## src/rtl/uart_pkg.sv

```systemverilog
// uart_pkg
//   Shared definitions for the memory-mapped UART transmitter:
//   - bus addresses of the TXD and UART_CON registers
//   - bit position of the sticky overflow flag in UART_CON
//   - transmit FSM state encoding
//   - helper that packs the UART_CON status word
package uart_pkg;

    localparam logic [31:0] TXD_ADDR      = 32'h4000_0018;
    localparam logic [31:0] UART_CON_ADDR = 32'h4000_0020;

    // Writing a 1 to this bit of UART_CON clears the overflow flag.
    localparam int CON_OVF_BIT = 3;

    typedef enum logic [1:0] {
        ST_IDLE  = 2'd0,
        ST_START = 2'd1,
        ST_DATA  = 2'd2,
        ST_STOP  = 2'd3
    } tx_state_e;

    // UART_CON read layout: {28'h0, overflow, fifo_empty, fifo_full, busy}
    function automatic logic [31:0] pack_status(input logic overflow,
                                                input logic fifo_empty,
                                                input logic fifo_full,
                                                input logic busy);
        return {28'h0, overflow, fifo_empty, fifo_full, busy};
    endfunction

endpackage

```

## src/rtl/sync_fifo.sv

```systemverilog
// sync_fifo
//   Single-clock FIFO with first-word-fall-through head output.
//   Ports:
//     clk, rst_n      clock, asynchronous active-low reset
//     push, push_data write request and data
//     pop             read request (ignored when empty)
//     head_data       oldest entry, valid while empty=0
//     full, empty     occupancy flags
//     count           current occupancy, 0..DEPTH
//   DEPTH must be a power of two (>= 2) so the pointers wrap naturally.
module sync_fifo #(
    parameter int WIDTH = 8,
    parameter int DEPTH = 8
) (
    input  logic                     clk,
    input  logic                     rst_n,
    input  logic                     push,
    input  logic [WIDTH-1:0]         push_data,
    input  logic                     pop,
    output logic [WIDTH-1:0]         head_data,
    output logic                     full,
    output logic                     empty,
    output logic [$clog2(DEPTH):0]   count
);

    localparam int AW = $clog2(DEPTH);

    logic [WIDTH-1:0] mem_q [DEPTH];
    logic [AW-1:0]    wr_ptr_q, wr_ptr_d;
    logic [AW-1:0]    rd_ptr_q, rd_ptr_d;
    logic [AW:0]      count_q, count_d;
    logic             push_ok, pop_ok;

    assign full      = (count_q == (AW+1)'(DEPTH));
    assign empty     = (count_q == '0);
    assign count     = count_q;
    assign head_data = mem_q[rd_ptr_q];

    // A push into a full FIFO is still taken when a pop frees a slot in the same cycle.
    assign pop_ok  = pop & ~empty;
    assign push_ok = push & (~full | pop_ok);

    always_comb begin
        wr_ptr_d = wr_ptr_q;
        rd_ptr_d = rd_ptr_q;
        count_d  = count_q;
        if (push_ok) begin
            wr_ptr_d = wr_ptr_q + AW'(1);
        end
        if (pop_ok) begin
            rd_ptr_d = rd_ptr_q + AW'(1);
        end
        case ({push_ok, pop_ok})
            2'b10:   count_d = count_q + (AW+1)'(1);
            2'b01:   count_d = count_q - (AW+1)'(1);
            default: count_d = count_q;
        endcase
    end

    always_ff @(posedge clk or negedge rst_n) begin
        if (!rst_n) begin
            wr_ptr_q <= '0;
            rd_ptr_q <= '0;
            count_q  <= '0;
        end else begin
            wr_ptr_q <= wr_ptr_d;
            rd_ptr_q <= rd_ptr_d;
            count_q  <= count_d;
        end
    end

    // Storage needs no reset: an entry is only read after it has been written.
    always_ff @(posedge clk) begin
        if (push_ok) begin
            mem_q[wr_ptr_q] <= push_data;
        end
    end

endmodule

```

## src/rtl/uart_tx_mmio.sv

```systemverilog
// uart_tx_mmio
//   Memory-mapped 8N1 UART transmitter with a byte FIFO.
//   Ports:
//     clk, reset_n          clock, asynchronous active-low reset
//     Address, Write_data   shared data-bus address and store data
//     MemRead, MemWrite     load / store strobes
//     Read_data             combinational load data (0 unless UART_CON is read)
//     uart_tx               serial output, idle high
//     tx_irq                level interrupt: FIFO empty and transmitter idle
//   Registers:
//     TXD      (0x40000018) write pushes Write_data[7:0]; reads as 0
//     UART_CON (0x40000020) read {28'h0, overflow, fifo_empty, fifo_full, busy};
//                           write with bit 3 set clears overflow
//   BAUD_DIV must be at least 2.
module uart_tx_mmio
    import uart_pkg::*;
#(
    parameter int BAUD_DIV   = 10417,
    parameter int FIFO_DEPTH = 8
) (
    input  logic        clk,
    input  logic        reset_n,
    input  logic [31:0] Address,
    input  logic [31:0] Write_data,
    input  logic        MemRead,
    input  logic        MemWrite,
    output logic [31:0] Read_data,
    output logic        uart_tx,
    output logic        tx_irq
);

    localparam int             CW        = (BAUD_DIV > 1) ? $clog2(BAUD_DIV) : 1;
    localparam logic [CW-1:0]  BAUD_LAST = CW'(BAUD_DIV - 1);
    localparam int             FCW       = $clog2(FIFO_DEPTH) + 1;

    tx_state_e     state_q, state_d;
    logic [CW-1:0] baud_cnt_q, baud_cnt_d;
    logic [2:0]    bit_cnt_q, bit_cnt_d;
    logic [7:0]    shift_q, shift_d;
    logic          tx_q, tx_d;
    logic          overflow_q, overflow_d;

    logic           fifo_pop;
    logic           fifo_full;
    logic           fifo_empty;
    logic [7:0]     fifo_head;
    logic [FCW-1:0] fifo_count;

    logic txd_sel, con_sel, txd_write, con_write;
    logic busy, baud_done;

    assign txd_sel   = (Address == TXD_ADDR);
    assign con_sel   = (Address == UART_CON_ADDR);
    assign txd_write = MemWrite & txd_sel;
    assign con_write = MemWrite & con_sel;

    assign busy      = (state_q != ST_IDLE);
    assign baud_done = (baud_cnt_q == BAUD_LAST);

    assign uart_tx = tx_q;
    assign tx_irq  = fifo_empty & ~busy;

    sync_fifo #(
        .WIDTH (8),
        .DEPTH (FIFO_DEPTH)
    ) u_fifo (
        .clk       (clk),
        .rst_n     (reset_n),
        .push      (txd_write),
        .push_data (Write_data[7:0]),
        .pop       (fifo_pop),
        .head_data (fifo_head),
        .full      (fifo_full),
        .empty     (fifo_empty),
        .count     (fifo_count)
    );

    // Only bit 3 of a UART_CON store and the low byte of a TXD store carry meaning.
    logic unused_bits;
    assign unused_bits = ^{Write_data[31:8], fifo_count};

    // Next-state logic. tx_d is the line level for the state being entered,
    // so uart_tx changes on the same edge as the state register. The shift
    // register keeps the current bit in [0]; entering the next data bit
    // therefore sends shift_q[1] while the register shifts right.
    always_comb begin
        state_d    = state_q;
        baud_cnt_d = baud_cnt_q + CW'(1);
        bit_cnt_d  = bit_cnt_q;
        shift_d    = shift_q;
        tx_d       = tx_q;
        fifo_pop   = 1'b0;

        case (state_q)
            ST_IDLE: begin
                baud_cnt_d = '0;
                tx_d       = 1'b1;
                if (!fifo_empty) begin
                    fifo_pop = 1'b1;
                    shift_d  = fifo_head;
                    state_d  = ST_START;
                    tx_d     = 1'b0;
                end
            end
            ST_START: begin
                if (baud_done) begin
                    state_d    = ST_DATA;
                    baud_cnt_d = '0;
                    bit_cnt_d  = '0;
                    tx_d       = shift_q[0];
                end
            end
            ST_DATA: begin
                if (baud_done) begin
                    baud_cnt_d = '0;
                    if (bit_cnt_q == 3'd7) begin
                        state_d = ST_STOP;
                        tx_d    = 1'b1;
                    end else begin
                        bit_cnt_d = bit_cnt_q + 3'd1;
                        shift_d   = {1'b0, shift_q[7:1]};
                        tx_d      = shift_q[1];
                    end
                end
            end
            ST_STOP: begin
                if (baud_done) begin
                    baud_cnt_d = '0;
                    // Chain straight into the next frame when data is waiting.
                    if (!fifo_empty) begin
                        fifo_pop = 1'b1;
                        shift_d  = fifo_head;
                        state_d  = ST_START;
                        tx_d     = 1'b0;
                    end else begin
                        state_d = ST_IDLE;
                        tx_d    = 1'b1;
                    end
                end
            end
            default: begin
                state_d    = ST_IDLE;
                baud_cnt_d = '0;
                tx_d       = 1'b1;
            end
        endcase
    end

    // Sticky overflow: a TXD store the FIFO could not take sets it, and it
    // wins over a clear request arriving in the same cycle.
    always_comb begin
        overflow_d = overflow_q;
        if (con_write && Write_data[CON_OVF_BIT]) begin
            overflow_d = 1'b0;
        end
        if (txd_write && fifo_full && !fifo_pop) begin
            overflow_d = 1'b1;
        end
    end

    always_ff @(posedge clk or negedge reset_n) begin
        if (!reset_n) begin
            state_q    <= ST_IDLE;
            baud_cnt_q <= '0;
            bit_cnt_q  <= '0;
            shift_q    <= '0;
            tx_q       <= 1'b1;
            overflow_q <= 1'b0;
        end else begin
            state_q    <= state_d;
            baud_cnt_q <= baud_cnt_d;
            bit_cnt_q  <= bit_cnt_d;
            shift_q    <= shift_d;
            tx_q       <= tx_d;
            overflow_q <= overflow_d;
        end
    end

    always_comb begin
        Read_data = 32'h0;
        if (MemRead && con_sel) begin
            Read_data = pack_status(overflow_q, fifo_empty, fifo_full, busy);
        end
    end

endmodule

```

## config.mk

```make
export PLATFORM = sky130hd
export DESIGN_NAME = uart_tx_mmio
export DESIGN_NICKNAME = d
export VERILOG_FILES = /design/src/rtl/uart_pkg.sv /design/src/rtl/sync_fifo.sv /design/src/rtl/uart_tx_mmio.sv
export SDC_FILE = /design/constraint.sdc
export NUM_CORES = 1
export LEC_CHECK = 0
export CAP_MARGIN = 20
export CORE_MARGIN = 10
export CORE_UTILIZATION = 31
export CTS_BUF_LIST = sky130_fd_sc_hd__clkbuf_16
export CTS_CLUSTER_SIZE = 25
export DETAILED_ROUTE_END_ITERATION = 8
export HOLD_SLACK_MARGIN = 0.05
export PLACE_DENSITY_LB_ADDON = 0.12
export SETUP_SLACK_MARGIN = 0.05
export SLEW_MARGIN = 20
export SYNTH_ARGS = -nofsm -noshare
export SYNTH_HDL_FRONTEND = slang
export SYNTH_HIERARCHICAL = 1
export SYNTH_SLANG_ARGS = --single-unit
```

## constraint.sdc

```tcl
create_clock -name clk -period 5.12 [get_ports clk]
set_clock_uncertainty 0.1 [all_clocks]
set_input_delay 1.536 -clock clk [delete_from_list [all_inputs] [get_ports clk]]
set_output_delay 1.536 -clock clk [all_outputs]
set_load 0.01 [all_outputs]
```

Word-level counts from Yosys, hierarchy flattened --
Memory sizes are Yosys's and may differ from the RTL's. Cells that the tools add are included.
Storage, ports and cells: register bits 39, bits in writable memories 64, bits of input ports 68, output and inout port bits 34, word-level logic and storage cells 91, memories kept 1
Memory list:
- u_fifo.mem_q | words 8, bits a word 8, read ports 1, clocked after memory_dff 0, wr ports 1, RTL line sync_fifo.sv:28 | logic [WIDTH-1:0] mem_q [DEPTH];
Cells by class: add/sub/neg operators 6, equality and inequality tests 16, multiplexer cells 33, bitwise gates (word level) 9, reduce and logical (&&, ||, !) cells 17
Operators with widths (number):
- $eq A32 B31 Y1 const B | 2
- $mux W8 | 4
- $pmux W14 S2 | 1
- $pmux W8 S3 | 1
- $add A14 B1 Y14 const B | 1
- $eq A14 B14 Y1 const B | 1
- $mux W14 | 1
- $mux W1 | 12
- $ne A2 B2 Y1 const B | 6
- $mux W2 | 5
- $add A3 B1 Y3 const B | 3
- $mux W3 | 3
- $pmux W2 S4 | 1
- $pmux W4 S2 | 1
- $reduce_and A4 Y1 | 2
- $reduce_bool A2 Y1 | 4
- $eq A2 B2 Y1 const B | 3
- $pmux W3 S2 | 1
- $and A1 B1 Y1 | 5
- $reduce_and A5 Y1 | 1
- $add A4 B1 Y4 const B | 1
- $eq A2 B1 Y1 const B | 2
- $eq A4 B4 Y1 const B | 1
- $logic_and A1 B1 Y1 | 4
- other kinds (13) | 15

Longest topological paths before layout --
depth in word-level cells 9, mapped depth 16, mapped depth without buffers 15

By module --
The synthesis kept the hierarchy.
Modules (own cells, without submodules):
- sync_fifo | times used 1, cells each 162, area each 3150.5 µm², seq. area each 2172.1 µm²
- uart_tx_mmio | times used 1, cells each 207, area each 1959.4 µm², seq. area each 726.9 µm²

Worst setup path before layout --
OpenSTA, ideal clock, no wires.
path type input -> output, from in Address[21], to out Read_data[0], arrival 2.481 ns, data required time 3.484 ns, setup slack 1.003 ns, cell stages on the path 5, cell sequence nor4b_1 > nand4_1 > nor2_1 > and4_1 > nor2b_1
On the way: cells in the longest elaborated chain, start to end 3
RTL lines:
- from (decl) | RTL line uart_tx_mmio.sv:23 | input logic [31:0] Address,
- $eq A32 B31 Y1 | RTL line uart_tx_mmio.sv:53 | assign con_sel = (Address == UART_CON_ADDR);
- $logic_and A1 B1 Y1 | RTL line uart_tx_mmio.sv:181 | if (MemRead && con_sel) begin
- $mux W4 | RTL line uart_tx_mmio.sv:181
- to (decl) | RTL line uart_tx_mmio.sv:27 | output logic [31:0] Read_data,
No other way between the ends.

Worst setup path in the final report --
Ends and elaborated chain as after synthesis.

==> results.toml <==
[grt]
grt_pass1_wl_mm = 17.1
grt_overflow_total = 0
antenna_violations_before_repair = 0
total_track_usage_pct = 10.0
grt_max_degree = 40
first_global_vias = 3023

[setup_path]
critPathKind = "input port to primary output"
worstPathMaxFanout = 4
timing.critical_path.arrival_ps = 3240
timing.critical_path.from_type = "input port"
r2r_cells = 14
critPathCaptureType = "primary output"
worstPathRequired_ps = 3480

[layout]
fin_nets = 514
sequential_cell_area_um2 = 2900
final_cell_count_no_fill = 653
filler_cell_count = 1559
drive_gt1_share_pct = 16.5
syn2layout_area_growth_pct = 19.4
fin_area_um2 = 6100
multi_input_comb_area_um2 = 1970
antenna_cells_inserted = 0

[die]
initial_core_util_pct = 31.9
placement_rows = 46
die_h_um = 148
floorplan.die.width_um = 148
floorplan.io_pins = 102
core_area_um2 = 16000
die_area_um2 = 22000

[detailed_routing]
antenna_violating_nets_post_route = 0
via_count = 2939
route.detailed.drc = 0
dr.pass1.iters = 4
postRouteWirelength_mm = 10.5
dr.first_iter.drc_count = 130
vias_per_cell = 4.50
wl_per_cell_um = 16.1

[yosys]
synth_seq_cells = 103
syn_avg_cell_area_um2 = 13.8
biggest_area_contributors_in_the_synthesized_netlist = "sky130_fd_sc_hd__edfxtp_1, sky130_fd_sc_hd__dfrtp_1, sky130_fd_sc_hd__mux4_1"
synthFlopType = "sky130_fd_sc_hd__edfxtp_1"
synth.top_cell.area_share_pct = 37.6
netlist.top_cell.by_area = "sky130_fd_sc_hd__edfxtp_1"
synth.cell_area_um2 = 5110
post_synth_num_cell_types = 58
seq_area_frac_synth_pct = 56.7
postSynthCellCount = 369
ys_warn_count = 6
async_reset_ff_share_pct = 37.9
synth_edf_count = 64

[sta]
slew_viol_final = 0
tightestPinTransition_ps = 925
timing.final.hold_violations = 0
final.hold.worst_slack_ps = 393
max_freq_mhz = 205
period_needed_ps = 4880
final_min_period_over_clock_period_pct = 95.3
setup_tns_ps = 0
setup_viol = 0
max_slew_margin_pct = 38.3
setup_repair_after_global_routing_missed_its_margin = "false"
post-route-worst-setup-slack_ps = 243

[clock_network]
cts_buffer_depth = 2
numCtsBuffers = 9
clk_pin_slew_ps = 70
clock_latency_ps = 350
cts_tree = "yes"
cts_h_tree_depth = 3
post_cts_hold_buffer_count = 0
sink_count_of_the_clock_tree = 103
ctsRootBufferMaster = "sky130_fd_sc_hd__clkbuf_16"

[power]
ir_drop_mv = 0.172
leakagePower_nw = 2.37
power.density_nw_per_um2 = 265

[placed_design]
place_congestion = 0.741
hpwlAfterDp_mm = 7.42
dpl.cell_count = 636
placement.io_buffers = 49
dp_worst_setup_slack_ps = -144
placedInstanceArea_um2 = 5800

[hold_path]
worst_hold_path.num_cells = 1
timing.hold.worst.class = "flip-flop to flip-flop"

[run]
drv.max_cap_violation_count = 0

[outcome]
run_status = "finished clean"
==> worst max-delay path, cell delays in order <==
cell and delay (ps):
sky130_fd_sc_hd__clkdlybuf4s50_1 400, sky130_fd_sc_hd__nor4b_1 310, sky130_fd_sc_hd__nand4_1 180, sky130_fd_sc_hd__nor2_1 140
sky130_fd_sc_hd__and4_1 250, sky130_fd_sc_hd__nor2b_1 130, sky130_fd_sc_hd__dlygate4sd2_1 300
==> report_power, final <==
group	switching, mW	internal [mW]
sequential	0.000000000369	0.883
combinational	0.0278	0.0295
clock	0.332	0.345
total	0.360	1.26
==> synthesized netlist by cell type, types with 3 or more instances <==
library cell and n:
sky130_fd_sc_hd__or2_2 3, sky130_fd_sc_hd__mux2_2 24, sky130_fd_sc_hd__xor2_1 8, sky130_fd_sc_hd__nor2_1 29, sky130_fd_sc_hd__xnor2_1 10, sky130_fd_sc_hd__a21oi_1 4, sky130_fd_sc_hd__dfrtp_1 38, sky130_fd_sc_hd__buf_4 29
sky130_fd_sc_hd__nor3_1 8, sky130_fd_sc_hd__nor4_1 6, sky130_fd_sc_hd__inv_1 16, sky130_fd_sc_hd__nand2_1 17, sky130_fd_sc_hd__nand3_1 5, sky130_fd_sc_hd__clkbuf_1 4, sky130_fd_sc_hd__ha_1 13, sky130_fd_sc_hd__mux4_1 16
sky130_fd_sc_hd__buf_6 3, sky130_fd_sc_hd__nand4_1 6, sky130_fd_sc_hd__or3_1 3, sky130_fd_sc_hd__nand2b_1 5, sky130_fd_sc_hd__nand3b_1 3, sky130_fd_sc_hd__edfxtp_1 64, sky130_fd_sc_hd__o21ai_0 7, sky130_fd_sc_hd__and2_1 6
sky130_fd_sc_hd__a22o_1 3
==> kinds of logic after synthesis <==
kind of cell | Yosys count | share of synthesized area, %
DFF | 103 | 56.7
and+or+nand+nor | 102 | 10.5
buffers and inverters | 56 | 6.73
muxes | 44 | 14.5
AOI/OAI and AO/OA | 31 | 4.78
xor gates and xnor gates | 18 | 3.09
adders and majority gates | 14 | 3.58
other | 1 | 0.0734
==> worst paths after layout <==
path,startpoint,slack [ps],endpoint
max,Address[21],240,Read_data[0]
min,baud_cnt_q[0],390,baud_cnt_q[0]
max reg2reg,baud_cnt_q[10],1400,u_fifo/count[3]
min reg2reg,baud_cnt_q[0],390,baud_cnt_q[0]
max in group asynchronous,reset_n,3120,baud_cnt_q[0]
min in group asynchronous,reset_n,1210,bit_cnt_q[0]
==> cell type report <==
cell class / count / share of cell area [%]
clock inverter: 7 / 1.17
multi-input combinational: 237 / 32.4
clock buffer: 9 / 3.69
timing repair buffer: 65 / 9.84
tap: 216 / 4.43
inverter: 16 / 0.984
sequential: 103 / 47.5
==> repair_timing <==
action,in CTS,in global routing
gates resized for setup,5,0
setup endpoints to repair,4,0
setup buffers,1,0
==> layer usage <==
metal  up-vias  wire length, µm  track usage [%]
met4         0              127             3.57
li1       1436                -                -
met5         -                0                0
met3         9              507             3.13
met1      1440             4510             11.1
met2        54             5340             17.7
==> cell usage in the layout (no fill, tap or decap), types with 3 or more instances in the layout <==
| cell | Yosys | final |
|---|---|---|
| sky130_fd_sc_hd__edfxtp_1 | 64 | 64 |
| sky130_fd_sc_hd__clkdlybuf4s50_1 | 0 | 44 |
| sky130_fd_sc_hd__dfrtp_1 | 38 | 38 |
| sky130_fd_sc_hd__nor2_1 | 29 | 29 |
| sky130_fd_sc_hd__conb_1 | 1 | 28 |
| sky130_fd_sc_hd__mux2_2 | 24 | 24 |
| sky130_fd_sc_hd__nand2_1 | 17 | 17 |
| sky130_fd_sc_hd__inv_1 | 16 | 16 |
| sky130_fd_sc_hd__buf_4 | 29 | 16 |
| sky130_fd_sc_hd__mux4_1 | 16 | 16 |
| sky130_fd_sc_hd__ha_1 | 13 | 13 |
| sky130_fd_sc_hd__xnor2_1 | 10 | 10 |
| sky130_fd_sc_hd__clkbuf_16 | 0 | 9 |
| sky130_fd_sc_hd__nor3_1 | 8 | 8 |
| sky130_fd_sc_hd__xor2_1 | 8 | 8 |
| sky130_fd_sc_hd__o21ai_0 | 7 | 7 |
| sky130_fd_sc_hd__nand4_1 | 6 | 6 |
| sky130_fd_sc_hd__and2_1 | 6 | 6 |
| sky130_fd_sc_hd__nor4_1 | 6 | 5 |
| sky130_fd_sc_hd__nand3_1 | 5 | 5 |
| sky130_fd_sc_hd__nand2b_1 | 5 | 5 |
| sky130_fd_sc_hd__a21oi_1 | 4 | 4 |
| sky130_fd_sc_hd__dlygate4sd2_1 | 0 | 4 |
| sky130_fd_sc_hd__nand3b_1 | 3 | 3 |
| sky130_fd_sc_hd__or2_2 | 3 | 3 |
| sky130_fd_sc_hd__or3_1 | 3 | 3 |
| sky130_fd_sc_hd__a22o_1 | 3 | 3 |
| sky130_fd_sc_hd__inv_8 | 0 | 3 |
==> flip-flops by register name, indices dropped and copies added (netlist names) <==
| signal | count |
|---|---|
| u_fifo/mem_q | 64 |
| baud_cnt_q | 14 |
| shift_q | 8 |
| u_fifo/count | 4 |
| bit_cnt_q | 3 |
| u_fifo/rd_ptr_q | 3 |
| u_fifo/wr_ptr_q | 3 |
| state_q | 2 |
| overflow_q | 1 |
| uart_tx | 1 |
==> through the flow <==
step           power (mW)  util, %
2_1_floorplan       0.928        -
3_5_place_dp        0.958     36.2
3_3_place_gp        0.957     36.2
4_1_cts              1.65     38.1
6_report             1.62     38.1
5_1_grt              1.68     38.1
(Power assumes the default switching activity.)
